===== src/rtl/rv32imc_types.sv =====
// Types and line geometry shared by the rv32imc fetch path.
package rv32imc_types;

    typedef enum logic [1:0] {
        IDLE = 2'd0,
        REQ  = 2'd1,
        FILL = 2'd2
    } imem_fsm_t;

    localparam int unsigned LINE_BYTES  = 32;
    localparam int unsigned LINE_WORDS  = 8;
    localparam int unsigned BURST_BEATS = 4;
    localparam int unsigned BMEM_WIDTH  = 64;

    localparam int unsigned LINE_BITS   = LINE_WORDS * 32;
    localparam int unsigned OFFSET_BITS = $clog2(LINE_BYTES);
    localparam int unsigned TAG_BITS    = 32 - OFFSET_BITS;

endpackage


===== src/rtl/imem_line_responder.sv =====
// Single-line instruction buffer answering word fetches, refilled by 4-beat bursts.
// Latency: hit 1 cycle; miss returns the cycle after the last beat (min 6 cycles).
// Backpressure: bmem_read held until bmem_ready; beats may be gapped; one fetch in flight.
module imem_line_responder
    import rv32imc_types::*;
(
    input  logic                  clk,
    input  logic                  rst,
    input  logic [31:0]           imem_addr,
    input  logic [3:0]            imem_rmask,
    output logic [31:0]           imem_rdata,
    output logic                  imem_resp,
    input  logic                  i_inval,
    output logic [31:0]           bmem_addr,
    output logic                  bmem_read,
    input  logic                  bmem_ready,
    input  logic [BMEM_WIDTH-1:0] bmem_rdata,
    input  logic                  bmem_rvalid
);

    imem_fsm_t              state, state_nxt;
    logic [LINE_BITS-1:0]   line, line_fill;
    logic [TAG_BITS-1:0]    tag;
    logic                   valid;
    logic                   inval_pend;
    logic [1:0]             beat_cnt;
    logic [29:0]            req_word;
    logic                   req, hit, last_beat;
    logic [31:0]            hit_word, fill_word;
    logic                   unused_addr_bits;

    assign unused_addr_bits = ^imem_addr[1:0];

    // An invalidate in the same cycle as a request forces the miss path.
    assign req       = |imem_rmask;
    assign hit       = valid && !i_inval && (tag == imem_addr[31:OFFSET_BITS]);
    assign last_beat = (state == FILL) && bmem_rvalid && (beat_cnt == 2'd3);
    assign hit_word  = line[{imem_addr[4:2], 5'b0} +: 32];

    // Line as it will look after the current beat, so beat 3 is forwarded.
    always_comb begin
        line_fill = line;
        for (int b = 0; b < BURST_BEATS; b++) begin
            if (beat_cnt == b[1:0])
                line_fill[b*BMEM_WIDTH +: BMEM_WIDTH] = bmem_rdata;
        end
    end

    assign fill_word = line_fill[{req_word[2:0], 5'b0} +: 32];

    always_ff @(posedge clk) begin
        if (rst)
            state <= IDLE;
        else
            state <= state_nxt;
    end

    always_comb begin
        state_nxt = state;
        case (state)
            IDLE:    if (req && !hit) state_nxt = REQ;
            REQ:     if (bmem_ready)  state_nxt = FILL;
            FILL:    if (last_beat)   state_nxt = IDLE;
            default: state_nxt = IDLE;
        endcase
    end

    always_comb begin
        bmem_read = (state == REQ);
        bmem_addr = {req_word[29:3], 5'b0};
    end

    always_ff @(posedge clk) begin
        if (rst) begin
            line       <= '0;
            tag        <= '0;
            valid      <= 1'b0;
            inval_pend <= 1'b0;
            beat_cnt   <= 2'd0;
            req_word   <= '0;
            imem_rdata <= '0;
            imem_resp  <= 1'b0;
        end else begin
            imem_resp <= 1'b0;
            case (state)
                IDLE: begin
                    inval_pend <= 1'b0;
                    if (i_inval)
                        valid <= 1'b0;
                    if (req) begin
                        if (hit) begin
                            imem_rdata <= hit_word;
                            imem_resp  <= 1'b1;
                        end else begin
                            req_word <= imem_addr[31:2];
                        end
                    end
                end
                REQ: begin
                    if (i_inval)
                        inval_pend <= 1'b1;
                    if (bmem_ready)
                        beat_cnt <= 2'd0;
                end
                FILL: begin
                    if (i_inval)
                        inval_pend <= 1'b1;
                    if (bmem_rvalid) begin
                        line     <= line_fill;
                        beat_cnt <= beat_cnt + 2'd1;
                        if (beat_cnt == 2'd3) begin
                            tag        <= req_word[29:3];
                            valid      <= !(inval_pend || i_inval);
                            imem_rdata <= fill_word;
                            imem_resp  <= 1'b1;
                            inval_pend <= 1'b0;
                        end
                    end
                end
                default: ;
            endcase
        end
    end

endmodule


===== config.mk =====
export PLATFORM = sky130hd
export DESIGN_NAME = imem_line_responder
export DESIGN_NICKNAME = d
export VERILOG_FILES = /design/src/rtl/rv32imc_types.sv /design/src/rtl/imem_line_responder.sv
export SDC_FILE = /design/constraint.sdc
export NUM_CORES = 1
export LEC_CHECK = 0
export BUFFER_PORTS_ARGS = -buffer_cell sky130_fd_sc_hd__buf_2
export CAP_MARGIN = 10
export CORE_MARGIN = 2
export CORE_UTILIZATION = 50
export DETAILED_ROUTE_END_ITERATION = 8
export GPL_ROUTABILITY_DRIVEN = 0
export GPL_TIMING_DRIVEN = 0
export PLACE_DENSITY = 0.71
export SYNTH_ARGS = -nofsm -noshare
export SYNTH_HDL_FRONTEND = slang
export SYNTH_SLANG_ARGS = --single-unit
export TNS_END_PERCENT = 50

===== constraint.sdc =====
create_clock -name clk -period 1.87 [get_ports clk]
set_input_delay 0.0935 -clock clk [delete_from_list [all_inputs] [get_ports clk]]
set_output_delay 0.0935 -clock clk [all_outputs]
set_load 0.01 [all_outputs]

# Word-level counts from Yosys, hierarchy flattened
# Index checks and enable logic that the tools add are counted.
# classes
n_lt_le_gt_ge,0
n_mux,29
n_reduce_logical,22
n_bitwise,1
mul,0
div_mod_pow,0
n_eq_ne,14
add_sub_neg,1
shifts,2
# op_table
cell,count
$shiftx A256 B9 Y32,2
$mux W64,4
$mux W32,4
$pmux W32 S2,1
$eq A27 B27 Y1,1
$ne A2 B2 Y1 const B,6
$reduce_and A3 Y1,4
$mux W1,10
$mux W2,5
$eq A2 B2 Y1 const B,3
$pmux W2 S3,1
$logic_and A1 B1 Y1,5
$reduce_and A5 Y1,1
$eq A2 B1 Y1 const B,2
$logic_not A2 Y1,2
$ne A2 B1 Y1 const B,2
$pmux W1 S2,2
$pmux W2 S2,1
$reduce_and A4 Y1,1
$reduce_bool A2 Y1,2
$reduce_or A4 Y1,1
$logic_not A1 Y1,3
$pmux W1 S3,1
$reduce_bool A3 Y1,1
other kinds (4),4
# totals
ff_bits,352
latch_bits,0
romBits,0
ram_bits,0
elab_cells,78
n_memories,0
input_bits,105
out_inout_bits,66

# Logic depth before layout (Yosys ltp)
# depth
word_depth,7
depth_mapped,10
depth_no_buf,7

# Worst setup path after synthesis
# No wires, ideal clock.
# synth_timing
kind,register to register
start,register beat_cnt[0]
end,register imem_rdata[22]
stages_incl_launch_ff,11
required_ns,1.798
period_less_slack_ns,2.003
arrival_ns,1.931
slack_ns,-0.133
setup_ns,0.072
n_path_buf,3
cell_sequence,dfxtp_1 inv_1 ha_1 buf_2 buf_6 buf_6 mux2i_1 mux2i_1 o22ai_1 or4_1 mux2i_1
# synth_between
elab_chain_cells,6
elab_cells_between_ends,14
classes_between,eq/ne: 4; shift: 1; mux: 7; reduce/logical: 2
# synth_lines
element,line,source
"start, declared",imem_line_responder.sv:26,logic [1:0] beat_cnt;
"start signal, assigned",imem_line_responder.sv:110,beat_cnt <= beat_cnt + 2'd1;
$eq A2 B1 Y1 (tied with other cells),imem_line_responder.sv:44,if (beat_cnt == b[1:0])
$mux W64,imem_line_responder.sv:44,
$shiftx A256 B9 Y32,imem_line_responder.sv:49,"assign fill_word = line_fill[{req_word[2:0], 5'b0} +: 32];"
$mux W32,imem_line_responder.sv:111,if (beat_cnt == 2'd3) begin
$mux W32,imem_line_responder.sv:108,if (bmem_rvalid) begin
$pmux W32 S2,imem_line_responder.sv:85,case (state)
"end signal, assigned",imem_line_responder.sv:92,imem_rdata <= hit_word;
"end signal, assigned",imem_line_responder.sv:114,imem_rdata <= fill_word;
"end, declared",imem_line_responder.sv:11,"output logic [31:0] imem_rdata,"
# Several ways; a longest one is shown, not always the timed one. The select of a mux whose other input is x is not followed.
# A chain may end at the register's enable or synchronous reset.

# Worst setup path in the final report
# Ends and elaborated chain as after synthesis.

==> results_dict.tcl <==
set metrics [dict create \
    status "complete, but fails checks" \
    violations "negative setup slack" \
    fill_cells 2974 \
    die_w_um 200 \
    critPathMaxFanout 7 \
    hold_slack_ns 0.0884 \
    finalCriticalPeriod_ns 2.24 \
    hold_path.class "input pin to flop" \
    cts_buffers 40 \
    finalCritPeriodShare 1.20 \
    gr-total-overflow 0 \
    synth_top_area_share 0.366 \
    die_area_mm2 0.0401 \
    ant_nets 0 \
    cts.clk_slew.worst_paths_ns 0.06 \
    mostFrequentLayoutCell "nand2_1" \
    drive_gt1_frac 0.258 \
    grt_pass1_vias 18400 \
    num-nets-final 2589 \
    cp.required_ns 2.38 \
    drc 0 \
    post-route-cell-area_mm2 0.0249 \
    core_mm2 0.0378 \
    cp-start-kind "flop" \
    crit_end "imem_rdata[22]$_SDFFE_PP0P_" \
    dpl.hpwl_mm 46.8 \
    start_util 0.509 \
    setup_ws_ns -0.367 \
    end_kind "flop" \
    ir_worst_vdd_uv 605 \
    grt_max_degree 14 \
    ys_seq_area_frac 0.366 \
    worst_r2r_path_depth 9 \
    final_cells 3022 \
    setup_violations 103 \
    worstSetupStartpoint "beat_cnt[0]$_SDFFE_PP0P_" \
    die_y_um 200 \
    ctsRootBufferMaster "clkbuf_16" \
    grt.total_usage 0.342 \
    drt_pass1_iterations 9 \
    fmax_mhz 447 \
    io_pins 171 \
    hold_viol 0 \
    grt_pass1_wl_mm 106 \
    drv_slew 0 \
    num_rows 71 \
    reg2reg_slack_ns -0.37 \
    finalClockSkew_ns 0.0162 \
    worst_r2r_endpoint "imem_rdata[22]$_SDFFE_PP0P_" \
    antenna_found_initial 2 \
    synthesis.instances 2128 \
    clock_latency_ns 0.59 \
    drv_cap 0 \
    synth.area.top_cells "dfxtp_1, mux4_2, mux2i_1" \
    grt_setup_unrepaired "yes" \
    clock-sinks 352 \
    wire_per_inst_um 24.8 \
    critical_path_arrival_ns 2.75 \
    netlist_area_mm2 0.0193 \
    p_per_area_mw_per_mm2 950 \
    synth.distinct_cells 47 \
    utilization 0.659 \
    placedInstanceArea_mm2 0.0209 \
    power_leakage_uw 0.00967 \
    drt_iter0_drc 2858 \
    synth-async-reset-ratio 0 \
    relSlewSlack 0.322 \
    htree_levels 2 \
    pre_cts_ws_ns -0.830 \
    tightest_slew_ns 1.02 \
    r2r-start "beat_cnt[0]$_SDFFE_PP0P_" \
    dp_cells 2804 \
    yosysTopAreaCell "dfxtp_1" \
    synthToLayoutAreaGrowth_pct 29.4 \
    yosysWarnings 0 \
    num_vias 19000 \
    vias_per_cell 6.30 \
    cts_tree "done" \
    max-clock-path-buffers 3 \
    synth_top_flop_cell "dfxtp_1" \
    synth-seq-cells 352 \
    layout_common_cells "nand2_1, dfxtp_1, a21oi_1, mux2i_1, buf_2" \
    finalWirelength_mm 74.8 \
    synth-edff-count 0 \
    port_buffers 161 \
    avgSynthCellArea_um2 9.06 \
    worstSetupPathType "flop to flop" \
]
==> worst min path at each step <==
stage	depth (start not counted)	from	to
2_1_floorplan	2	bmem_rdata[38]	line[166]$_SDFFE_PP0P_
3_3_place_gp	3	imem_addr[13]	req_word[11]$_SDFFE_PP0P_
3_5_place_dp	3	imem_addr[25]	req_word[23]$_SDFFE_PP0P_
4_1_cts	4	bmem_rvalid	beat_cnt[1]$_SDFFE_PP0P_
5_1_grt	4	imem_addr[2]	req_word[0]$_SDFFE_PP0P_
6_report	4	bmem_rvalid	beat_cnt[1]$_SDFFE_PP0P_
==> report_power, final <==
| part | switching [µW] | internal (µW) |
|---|---|---|
| sequential | 318 | 7850 |
| combinational | 3840 | 3300 |
| clock | 3430 | 4940 |
| total | 7590 | 16100 |
==> cell type report <==
cell class	count	area (µm²)	share of cell area
inverter	9	38.8	0.00156
timing repair buffer	307	2470	0.0989
multi-input combinational	1554	11300	0.453
buffer	212	2060	0.0826
sequential	352	7060	0.283
clock inverter	17	195	0.00783
antenna	3	7.51	0.000301
clock buffer	57	1180	0.0472
tap	511	639	0.0256
==> critical path, cell delays in order (launching register included) <==
cell and delay, ns:
dfxtp_4 0.36, buf_6 0.12, ha_4 0.19, buf_12 0.17, buf_12 0.15, mux2i_1 0.13
mux2i_1 0.19, o22ai_1 0.15, or4_4 0.56, mux2i_1 0.14
==> timing repair <==
action                                  CTS  global route
endpoints found under the setup margin  347           322
setup buffers                             9            29
endpoints found under the hold margin   289             0
hold buffers                             95             0
pin swaps                                25            26
resized for setup                       193           176
cloned                                    3            11
==> registers in the layout, summed over array words and instances, names as in the netlist <==
register and flops:
tag 27, inval_pend 1, beat_cnt 2, imem_resp 1
valid 1, req_word 30, state 2, imem_rdata 32
line 256
==> kinds of logic (layout without fill, tap and decap cells) <==
| family | count (synthesis) | after routing | synth area share |
|---|---|---|---|
| simple gates | 731 | 731 | 0.153 |
| compound gates | 399 | 399 | 0.112 |
| mux | 384 | 384 | 0.285 |
| flops | 352 | 352 | 0.366 |
| buf+inv | 226 | 602 | 0.0665 |
| xor+xnor | 27 | 27 | 0.0123 |
| fa+ha+maj | 8 | 8 | 0.00519 |
| other cells | 1 | 8 | 0.000195 |
==> synthesized netlist by cell type, types with 2 or more instances <==
cell type    n
nor2_1       3
dfxtp_1    352
inv_2        2
nand3b_1     2
buf_6       20
clkbuf_1    91
or4_1       33
o21ai_0      2
mux2i_1    255
mux4_1       8
inv_1        7
xnor2_1     27
nand4_1      8
clkbuf_4     3
mux4_2     115
o22ai_1     99
nor3_1       2
ha_1         8
buf_4       48
buf_12       2
and3_1       5
nor2b_1      2
a21oi_1    290
mux4_4       5
buf_2       34
nand2_1    668
buf_1       17
==> per-layer routing <==
layer  GRT usage  routed length, µm
met2       0.537              33400
met5           0                  0
met3      0.0901               9610
met4       0.202               4670
met1       0.425              27100
==> per-stage QoR <==
step	power (µW)	TNS, ns
floorplan	12200	-3.27
global placement	13800	-171.40
detailed placement	14000	-190.65
CTS	22800	-7.31
global route	24200	-20.80
finish	23700	-18.27
Power figures use the tool's default switching activity.
